--- src/rtl/div_fsm.sv ---
// div_fsm: multi-cycle radix-2 restoring divider for DIV/DIVU.
// Produces {remainder, quotient} after DATA_W iterations and stalls the
// execute stage while a divide is pending.
module div_fsm #(
  parameter int DATA_W = 32
) (
  input  logic              clk,
  input  logic              rst,
  input  logic              start_i,
  input  logic              signed_div_i,
  input  logic [DATA_W-1:0] opdata1_i,
  input  logic [DATA_W-1:0] opdata2_i,
  input  logic              annul_i,
  output logic [2*DATA_W-1:0] result_o,
  output logic              ready_o,
  output logic              stall_o
);

  localparam int CNT_W = (DATA_W > 1) ? $clog2(DATA_W) : 1;
  localparam logic [CNT_W-1:0] LAST_CNT = CNT_W'(DATA_W - 1);

  typedef enum logic [1:0] {IDLE, DIVZERO, DIV_ON, DIV_END} state_t;

  state_t              state_q, state_d;
  logic [CNT_W-1:0]    cnt_q, cnt_d;
  logic [2*DATA_W:0]   work_q, work_d;
  logic [DATA_W-1:0]   divisor_q, divisor_d;
  logic                neg_quo_q, neg_quo_d;
  logic                neg_rem_q, neg_rem_d;
  logic [2*DATA_W-1:0] result_q, result_d;
  logic                ready_q, ready_d;

  // Iteration datapath
  logic [2*DATA_W:0]   shifted;
  logic [DATA_W:0]     trial;
  logic [2*DATA_W:0]   iter;
  logic [DATA_W-1:0]   quo, rem;
  logic [DATA_W-1:0]   a_mag, b_mag;

  function automatic logic [DATA_W-1:0] negate(input logic [DATA_W-1:0] x);
    return ~x + {{(DATA_W-1){1'b0}}, 1'b1};
  endfunction

  // Next-state, datapath and result computation
  always_comb begin
    state_d   = state_q;
    cnt_d     = cnt_q;
    work_d    = work_q;
    divisor_d = divisor_q;
    neg_quo_d = neg_quo_q;
    neg_rem_d = neg_rem_q;
    result_d  = result_q;
    ready_d   = ready_q;

    // Shift in, trial-subtract divisor from the partial remainder, restore on borrow.
    shifted = work_q << 1;
    trial   = shifted[2*DATA_W:DATA_W] - {1'b0, divisor_q};
    iter    = shifted;
    if (!trial[DATA_W]) iter = {trial, shifted[DATA_W-1:1], 1'b1};
    quo     = iter[DATA_W-1:0];
    rem     = iter[2*DATA_W-1:DATA_W];

    // Magnitudes of the operands; unsigned mode passes them through.
    a_mag = (signed_div_i && opdata1_i[DATA_W-1]) ? negate(opdata1_i) : opdata1_i;
    b_mag = (signed_div_i && opdata2_i[DATA_W-1]) ? negate(opdata2_i) : opdata2_i;

    case (state_q)
      IDLE: begin
        if (start_i && !annul_i) begin
          if (opdata2_i == '0) begin
            state_d = DIVZERO;
          end else begin
            state_d   = DIV_ON;
            cnt_d     = '0;
            work_d    = {{(DATA_W+1){1'b0}}, a_mag};
            divisor_d = b_mag;
            neg_quo_d = signed_div_i & (opdata1_i[DATA_W-1] ^ opdata2_i[DATA_W-1]);
            neg_rem_d = signed_div_i & opdata1_i[DATA_W-1];
          end
        end
      end
      DIVZERO: begin
        if (annul_i) begin
          state_d = IDLE;
        end else begin
          state_d  = DIV_END;
          result_d = '0;
          ready_d  = 1'b1;
        end
      end
      DIV_ON: begin
        if (annul_i) begin
          state_d = IDLE;
          cnt_d   = '0;
        end else begin
          work_d = iter;
          cnt_d  = cnt_q + 1'b1;
          if (cnt_q == LAST_CNT) begin
            state_d  = DIV_END;
            cnt_d    = '0;
            result_d = {neg_rem_q ? negate(rem) : rem, neg_quo_q ? negate(quo) : quo};
            ready_d  = 1'b1;
          end
        end
      end
      DIV_END: begin
        if (!start_i) begin
          state_d = IDLE;
          ready_d = 1'b0;
        end
      end
      default: state_d = IDLE;
    endcase
  end

  // State and datapath registers, synchronous reset
  always_ff @(posedge clk) begin
    if (rst) begin
      state_q   <= IDLE;
      cnt_q     <= '0;
      work_q    <= '0;
      divisor_q <= '0;
      neg_quo_q <= 1'b0;
      neg_rem_q <= 1'b0;
      result_q  <= '0;
      ready_q   <= 1'b0;
    end else begin
      state_q   <= state_d;
      cnt_q     <= cnt_d;
      work_q    <= work_d;
      divisor_q <= divisor_d;
      neg_quo_q <= neg_quo_d;
      neg_rem_q <= neg_rem_d;
      result_q  <= result_d;
      ready_q   <= ready_d;
    end
  end

  assign result_o = result_q;
  assign ready_o  = ready_q;
  assign stall_o  = start_i & (state_q != DIV_END);

endmodule

--- config.mk ---
export PLATFORM = sky130hd
export DESIGN_NAME = div_fsm
export DESIGN_NICKNAME = d
export VERILOG_FILES = /design/src/rtl/div_fsm.sv
export SDC_FILE = /design/constraint.sdc
export NUM_CORES = 1
export LEC_CHECK = 0
export ABC_AREA = 1
export ABC_CLOCK_PERIOD_IN_PS = 10460
export CAP_MARGIN = 10
export CORE_MARGIN = 2
export CORE_UTILIZATION = 30
export CTS_BUF_LIST = sky130_fd_sc_hd__clkbuf_4 sky130_fd_sc_hd__clkbuf_8 sky130_fd_sc_hd__clkbuf_16
export DETAILED_ROUTE_END_ITERATION = 6
export GPL_ROUTABILITY_DRIVEN = 0
export PLACE_DENSITY = 0.5
export SLEW_MARGIN = 0
export SYNTH_ARGS = -nofsm -noshare
export SYNTH_HDL_FRONTEND = slang
export SYNTH_SLANG_ARGS = --single-unit
--- constraint.sdc ---
create_clock -name clk -period 10.46 [get_ports clk]
set_input_delay 2.092 -clock clk [delete_from_list [all_inputs] [get_ports clk]]
set_output_delay 2.092 -clock clk [all_outputs]
set_load 0.02 [all_outputs]
==> flow_metrics.tcl, run 1 <==
set metrics [dict create \
    status "finished clean" \
    hold_depth 2 \
    final.fill_count 4615 \
    worstHoldStart "result_o[51]$_SDFFE_PP0P_" \
    cts-resized-gates 0 \
    start_kind "input pin" \
    cts.clk_slew.worst_paths_ps 70 \
    start_util_pct 30.5 \
    syn2layout_area_growth_pct 18.2 \
    seqPwrFrac_pct 35.9 \
    synth-simple-area-share_pct 36.2 \
    synth_seq_cells 170 \
    p_sw_mw 0.769 \
    final_area_sq_um 15200 \
    grt_max_degree 81 \
    power_frac_comb_pct 32.6 \
    core.rowCount 75 \
    synthTopCellsByArea "dfxtp_1, nand2_1, a21oi_1" \
    worstPathRequired_ps 10840 \
    dp_hpwl_um 33000 \
    ys.flop_type "dfxtp_1" \
    synth_cell_type_count 56 \
    worstPathMaxFanout 62 \
    period_share_pct 57.3 \
    utilization_pct 36.1 \
    wirelength_um 41800 \
    drv_slew 0 \
    die_w_um 211 \
    rr_worst_depth 27 \
    netlist_area_sq_um 12800 \
    p_int_mw 1.26 \
    dpl_cell_area_sq_um 14600 \
    cts_made_buffers 17 \
    synth_nets 2228 \
    endpoint_kind "flip-flop" \
    synth_top_area_share_pct 26.5 \
    port_buffers 134 \
    clock.fmax_mhz 167 \
    clock-skew-final_ps 12.1 \
    cts_hold_buf 0 \
    place_ws_ps 3870 \
    pwr-share-clk_pct 31.4 \
    grt_pass1_wl_um 66300 \
    routedWlPerCell_um 15.2 \
    synthArstFlopShare_pct 0 \
    clk_latency_ps 460 \
    synth-compound-area-share_pct 17.7 \
    timing.rr.end "result_o[28]$_SDFFE_PP0P_" \
    nNetsFinal 2311 \
    r2r_slack_ps 5450 \
    drive_above_1_share_pct 5.83 \
    hold_path_end "result_o[51]$_SDFFE_PP0P_" \
    irDropWorstVdd_mv 0.0900 \
    htree_levels 4 \
    synthAdderAreaFrac_pct 4.25 \
    fin_crit_ps 5990 \
    setup_viol 0 \
    synth_area_per_cell_sq_um 6.06 \
    finalSetupTns_ps 0 \
    num_antenna_cells 0 \
    synth_xor_area_share_pct 4.71 \
    route.detailed.drc 0 \
    track_usage_pct 18.9 \
    crit_family "buffers and inverters" \
    antenna_left 0 \
    r2r_start "work_q[31]$_SDFFE_PP0P_" \
    cts_setup_buffers 0 \
    die-area_sq_um 44400 \
    antenna_found_initial 0 \
    worstMarginPinSlew_ps 1070 \
    die_h_um 211 \
    grt_pass1_vias 12200 \
    cts_tree "done" \
    slew_headroom_pct 28.5 \
    synth_mux_area_share_pct 0 \
    drtIter0Drc 966 \
    powerDensity_nw_per_um2 134 \
    ys_seq_area_share_pct 26.5 \
    worst_slack_ps 4470 \
    hold_violations 0 \
    critPathSlowestCell "inv_2" \
    path_cells "clkdlybuf4s50_1 -> inv_1 -> ha_1 -> nand2_1 -> nor3_1 -> nand2_1 -> nor3_1 -> nand4_1 -> nand2_1 -> nor2_2 -> buf_4 -> a21oi_1 -> a21oi_2 -> buf_4 -> inv_2 -> o21ai_0 -> a21oi_1" \
    synth-edff-count 0 \
    avgViaCountPerCell 4.83 \
    clock_sinks 170 \
    pin_count 135 \
    gr-total-overflow 0 \
    path_class "input pin to flip-flop" \
    synthCells 2116 \
    path_common_cell "nand2_1" \
    rsz0062_at_grt "false" \
    max-cap-violations 0 \
    worstPathArrival_ps 6380 \
    num_vias 13300 \
    synth_top_family_by_area "simple AND/OR/NAND/NOR gates" \
    yosysTopAreaCell "dfxtp_1" \
    core_area_sq_um 42000 \
    swShare_pct 37.8 \
    max_stage_delay_ps 810 \
    first_pass_iters 5 \
    p_leak_nw 6.84 \
    cts.path.max_buffers 2 \
    hold_path_class "flip-flop to flip-flop" \
    cts_root_buf "clkbuf_16" \
    cp_num_buf_inv 5 \
    synth.yosys.warnings 0 \
]
metal layers:
| metal | routed length [um] | part of all wire (%) | vias to the layer above | global-route usage, % |
|---|---|---|---|---|
| met5 | 0 | 0 | - | 0 |
| met4 | 557 | 1.3 | 0 | 4.74 |
| met3 | 1860 | 4.4 | 23 | 2.47 |
| met2 | 16900 | 41 | 269 | 27.0 |
| met1 | 22500 | 54 | 6013 | 29.3 |
| li1 | - | - | 6995 | - |
state kept, by name, summed over array words and instances (netlist names):
register   flops
divisor_q     32
ready_o        1
cnt_q          5
neg_rem_q      1
neg_quo_q      1
work_q        64
result_o      64
state_q        2
worst min-delay path, delay by kind of cell (launching register included):
| family | cells | cell delay [ps] |
|---|---|---|
| AND/OR/NAND/NOR | 1 | 60 |
| flip-flops | 1 | 310 |
| AO/OA/AOI/OAI | 1 | 50 |
layout by cell type, fill, tap and decap left out, types with 3 or more instances in the layout:
master	count
nand2_1	603
inv_1	257
a21oi_1	209
nor2_1	181
dfxtp_1	170
nand3_1	149
clkdlybuf4s50_1	133
o21ai_0	124
xor2_1	45
ha_1	42
nor3_1	33
nand2_2	32
xnor2_1	24
o211ai_1	17
clkbuf_16	17
nand4_1	16
o21ai_1	13
a21boi_0	13
or2_2	11
buf_4	10
nor2_4	8
nand3b_1	8
o21ai_2	8
nor4_1	8
nor2_2	7
o21bai_1	7
a31oi_1	6
inv_2	5
nand2_4	5
a21o_1	4
clkbuf_8	4
nand3_4	3
clkinv_1	3
clkinv_2	3
synthesized netlist by cell type (all sizes together) (12+ instances only):
cell      n
nand2   641
inv     262
a21oi   212
nor2    196
dfxtp   170
nand3   152
o21ai   145
clkbuf   65
xor2     45
ha       42
nor3     34
xnor2    24
o211ai   17
nand4    16
a21boi   15
buf      15
or2      12
power groups by stage:
stage / combinational [mW] / clock, mW / sequential (mW)
2_1_floorplan: 0.467 / 0 / 0.733
3_3_place_gp: 0.655 / 0 / 0.743
3_5_place_dp: 0.661 / 0 / 0.744
4_1_cts: 0.664 / 0.655 / 0.729
5_1_grt: 0.750 / 0.677 / 0.736
6_report: 0.664 / 0.639 / 0.731
cell type report:
type	count	area, sq um	share of cell area [%]
repair buffers	144	1420	9.38
multi-input cells	1601	8080	53.3
inverters	265	995	6.56
well taps	539	674	4.45
clock inverters	9	86.3	0.570
clock buffers	23	495	3.27
flip-flops and latches	170	3400	22.5
logic make-up (layout without fill, tap and decap cells):
kind of cell	count (synthesis)	in the layout
AND/OR/NAND/NOR	1074	1074
flip-flops	170	170
adder cells (fa/ha/maj)	43	43
XOR/XNOR	69	69
buffers and inverters	345	441
AO/OA/AOI/OAI	415	415
worst max path at each step:
stage,start,to,slack (ps),cells past startpoint
2_1_floorplan,start_i,stall_o,5950,2
3_3_place_gp,opdata2_i[0],work_q[25]$_SDFFE_PP0P_,4050,18
3_5_place_dp,opdata2_i[1],work_q[8]$_SDFFE_PP0P_,3870,17
4_1_cts,opdata2_i[1],work_q[8]$_SDFFE_PP0P_,4340,17
5_1_grt,opdata2_i[0],work_q[21]$_SDFFE_PP0P_,3900,18
6_report,opdata2_i[1],work_q[8]$_SDFFE_PP0P_,4470,17
metrics by stage:
stage / power [mW] / std cells / hold slack [ps]
floorplan: 1.20 / 2116 / 430
global placement: 1.40 / 2718 / 454
detailed placement: 1.40 / 2718 / 460
CTS: 2.05 / 2750 / 470
global route: 2.16 / 2751 / 489
finish: 2.03 / 2751 / 465
No activity file was read; power rests on OpenSTA's default activity.
==> inputs of run 2 (changes only) <==
--- a/config.mk
+++ b/config.mk
@@ -6,7 +6,7 @@
 export NUM_CORES = 1
 export LEC_CHECK = 0
 export ABC_AREA = 1
-export ABC_CLOCK_PERIOD_IN_PS = 10460
+export ABC_CLOCK_PERIOD_IN_PS = 6000
 export CAP_MARGIN = 10
 export CORE_MARGIN = 2
 export CORE_UTILIZATION = 30
==> constraint.sdc (replaced) <==
create_clock -name clk -period 6 [get_ports clk]
set_input_delay 1.2 -clock clk [delete_from_list [all_inputs] [get_ports clk]]
set_output_delay 1.2 -clock clk [all_outputs]
set_load 0.02 [all_outputs]
==> flow_metrics.tcl, run 2 (synthesized netlist as in run 1, its figures left out) <==
set metrics [dict create \
    irDropWorstVdd_mv 0.115 \
    core.rowCount 75 \
    dpl_cell_area_sq_um 14600 \
    start_util_pct 30.5 \
    r2r_start "work_q[31]$_SDFFE_PP0P_" \
    utilization_pct 36.1 \
    drv_slew 0 \
    worstHoldStart "divisor_q[17]$_SDFFE_PP0P_" \
    routedWlPerCell_um 15.3 \
    rsz0062_at_grt "false" \
    route.detailed.drc 0 \
    cts_root_buf "clkbuf_16" \
    grt_pass1_vias 12200 \
    hold_path_end "divisor_q[17]$_SDFFE_PP0P_" \
    antenna_left 0 \
    status "finished clean" \
    powerDensity_nw_per_um2 234 \
    final_cell_mix "nand2_1, inv_1, a21oi_1" \
    endpoint_kind "flip-flop" \
    p_sw_mw 1.36 \
    rr_worst_depth 27 \
    num_antenna_cells 0 \
    timing.rr.end "result_o[28]$_SDFFE_PP0P_" \
    r2r_slack_ps 1490 \
    dp_hpwl_um 33200 \
    p_int_mw 2.19 \
    htree_levels 4 \
    gr-total-overflow 0 \
    mostFrequentLayoutCell "nand2_1" \
    first_pass_iters 5 \
    period_share_pct 75.1 \
    die_w_um 211 \
    pin_count 135 \
    clock_sinks 170 \
    worstMarginPinSlew_ps 943 \
    cts_made_buffers 17 \
    dp.cells 2724 \
    nNetsFinal 2316 \
    start_kind "flip-flop" \
    hold_violations 0 \
    core_area_sq_um 42000 \
    cts.clk_slew.worst_paths_ps 70 \
    grt_pass1_wl_um 66700 \
    grt_max_degree 87 \
    multi_input_area_sq_um 8080 \
    cts_hold_buf 0 \
    clk_latency_ps 460 \
    avgViaCountPerCell 4.84 \
    antenna_found_initial 0 \
    hold_path_class "flip-flop to flip-flop" \
    num_vias 13300 \
    swShare_pct 38.3 \
    track_usage_pct 19.0 \
    worstPathArrival_ps 4810 \
    layout.area.seq_sq_um 3400 \
    slew_headroom_pct 37.0 \
    pwr-share-clk_pct 31.2 \
    setup_viol 0 \
    hold_depth 2 \
    final_cells 2755 \
    cts_setup_buffers 0 \
    drive_above_1_share_pct 6.00 \
    worstPathMaxFanout 8 \
    clock.fmax_mhz 222 \
    finalPower_mw 3.55 \
    max-cap-violations 0 \
    cts-resized-gates 0 \
    die-area_sq_um 44400 \
    drtIter0Drc 1096 \
    finalSetupTns_ps 0 \
    path_class "flip-flop to flip-flop" \
    seqPwrFrac_pct 35.8 \
    wirelength_um 42000 \
    port_buffers 134 \
    fin_crit_ps 4510 \
    clock-skew-final_ps 16.7 \
    power_frac_comb_pct 33.0 \
    cts_tree "done" \
    cts.path.max_buffers 2 \
    worstPathRequired_ps 6300 \
    final_area_sq_um 15200 \
    die_h_um 211 \
    syn2layout_area_growth_pct 18.4 \
    p_leak_nw 6.85 \
    final.fill_count 4584 \
]
==> run 2: cell count changes in the layout (fill, tap and decap cells not counted), sizes merged <==
cell      before  now
clkinvlp       2    3
clkinv         7    8
buf           11   16
clkbuf        23   20
==> run 2: worst max path at each step <==
| stage | depth (start not counted) | from | end |
|---|---|---|---|
| 2_1_floorplan | 30 | work_q[31]$_SDFFE_PP0P_ | result_o[30]$_SDFFE_PP0P_ |
| 3_3_place_gp | 20 | opdata2_i[0] | work_q[0]$_SDFFE_PP0P_ |
| 3_5_place_dp | 20 | opdata2_i[1] | work_q[0]$_SDFFE_PP0P_ |
| 4_1_cts | 28 | work_q[31]$_SDFFE_PP0P_ | result_o[30]$_SDFFE_PP0P_ |
| 5_1_grt | 27 | work_q[31]$_SDFFE_PP0P_ | result_o[28]$_SDFFE_PP0P_ |
| 6_report | 27 | work_q[31]$_SDFFE_PP0P_ | result_o[28]$_SDFFE_PP0P_ |
==> run 2: power by group through the flow <==
stage	clock [mW]	sequential (mW)	combinational (mW)
after floorplan	0	1.28	0.814
after global placement	0	1.29	1.16
after detailed placement	0	1.29	1.17
after CTS	1.14	1.27	1.17
after global routing	1.18	1.28	1.32
final	1.11	1.27	1.17
==> run 2: metrics by stage <==
stage | setup WS [ps] | hold slack (ps)
after floorplan | 2100 | 430
after global placement | 1130 | 446
after detailed placement | 1090 | 452
after CTS | 1460 | 460
after global routing | 923 | 479
final | 1490 | 458
==> run 2: critical path: stages (launching register included) <==
cell and delay (ps):
dfxtp_1 310, inv_1 160, ha_1 170, inv_1 70, fa_1 410, nand2_1 80
nand2_1 90, nand3_1 90, nand2_1 130, nand2_1 110, nand2_2 80, nand2_4 120
nand3_4 150, nand2_4 130, ha_1 170, nand3_1 130, nor3_1 280, nand3_1 170
nor3_2 280, nand4_1 220, nor2_1 180, nand3_1 110, inv_1 100, nand3_1 100
o21ai_0 210, a21boi_0 110, o21ai_0 100, a21oi_1 80
==> run 2: layer usage <==
metal  global-route usage [%]  up-vias  wire length (um)
met5                        0        -                 0
met4                     4.52        0               519
met3                     2.62       34              1980
met2                     27.6      295             17300
met1                     29.3     6028             22300
li1                         -     6990                 -
==> run 2: cell type report <==
class | count | area share [%]
clock buffer | 20 | 3.03
clock inverter | 11 | 0.758
inverter | 265 | 6.55
multi-input combinational | 1601 | 53.2
sequential | 170 | 22.4
tap | 539 | 4.44
timing repair buffer | 149 | 9.64
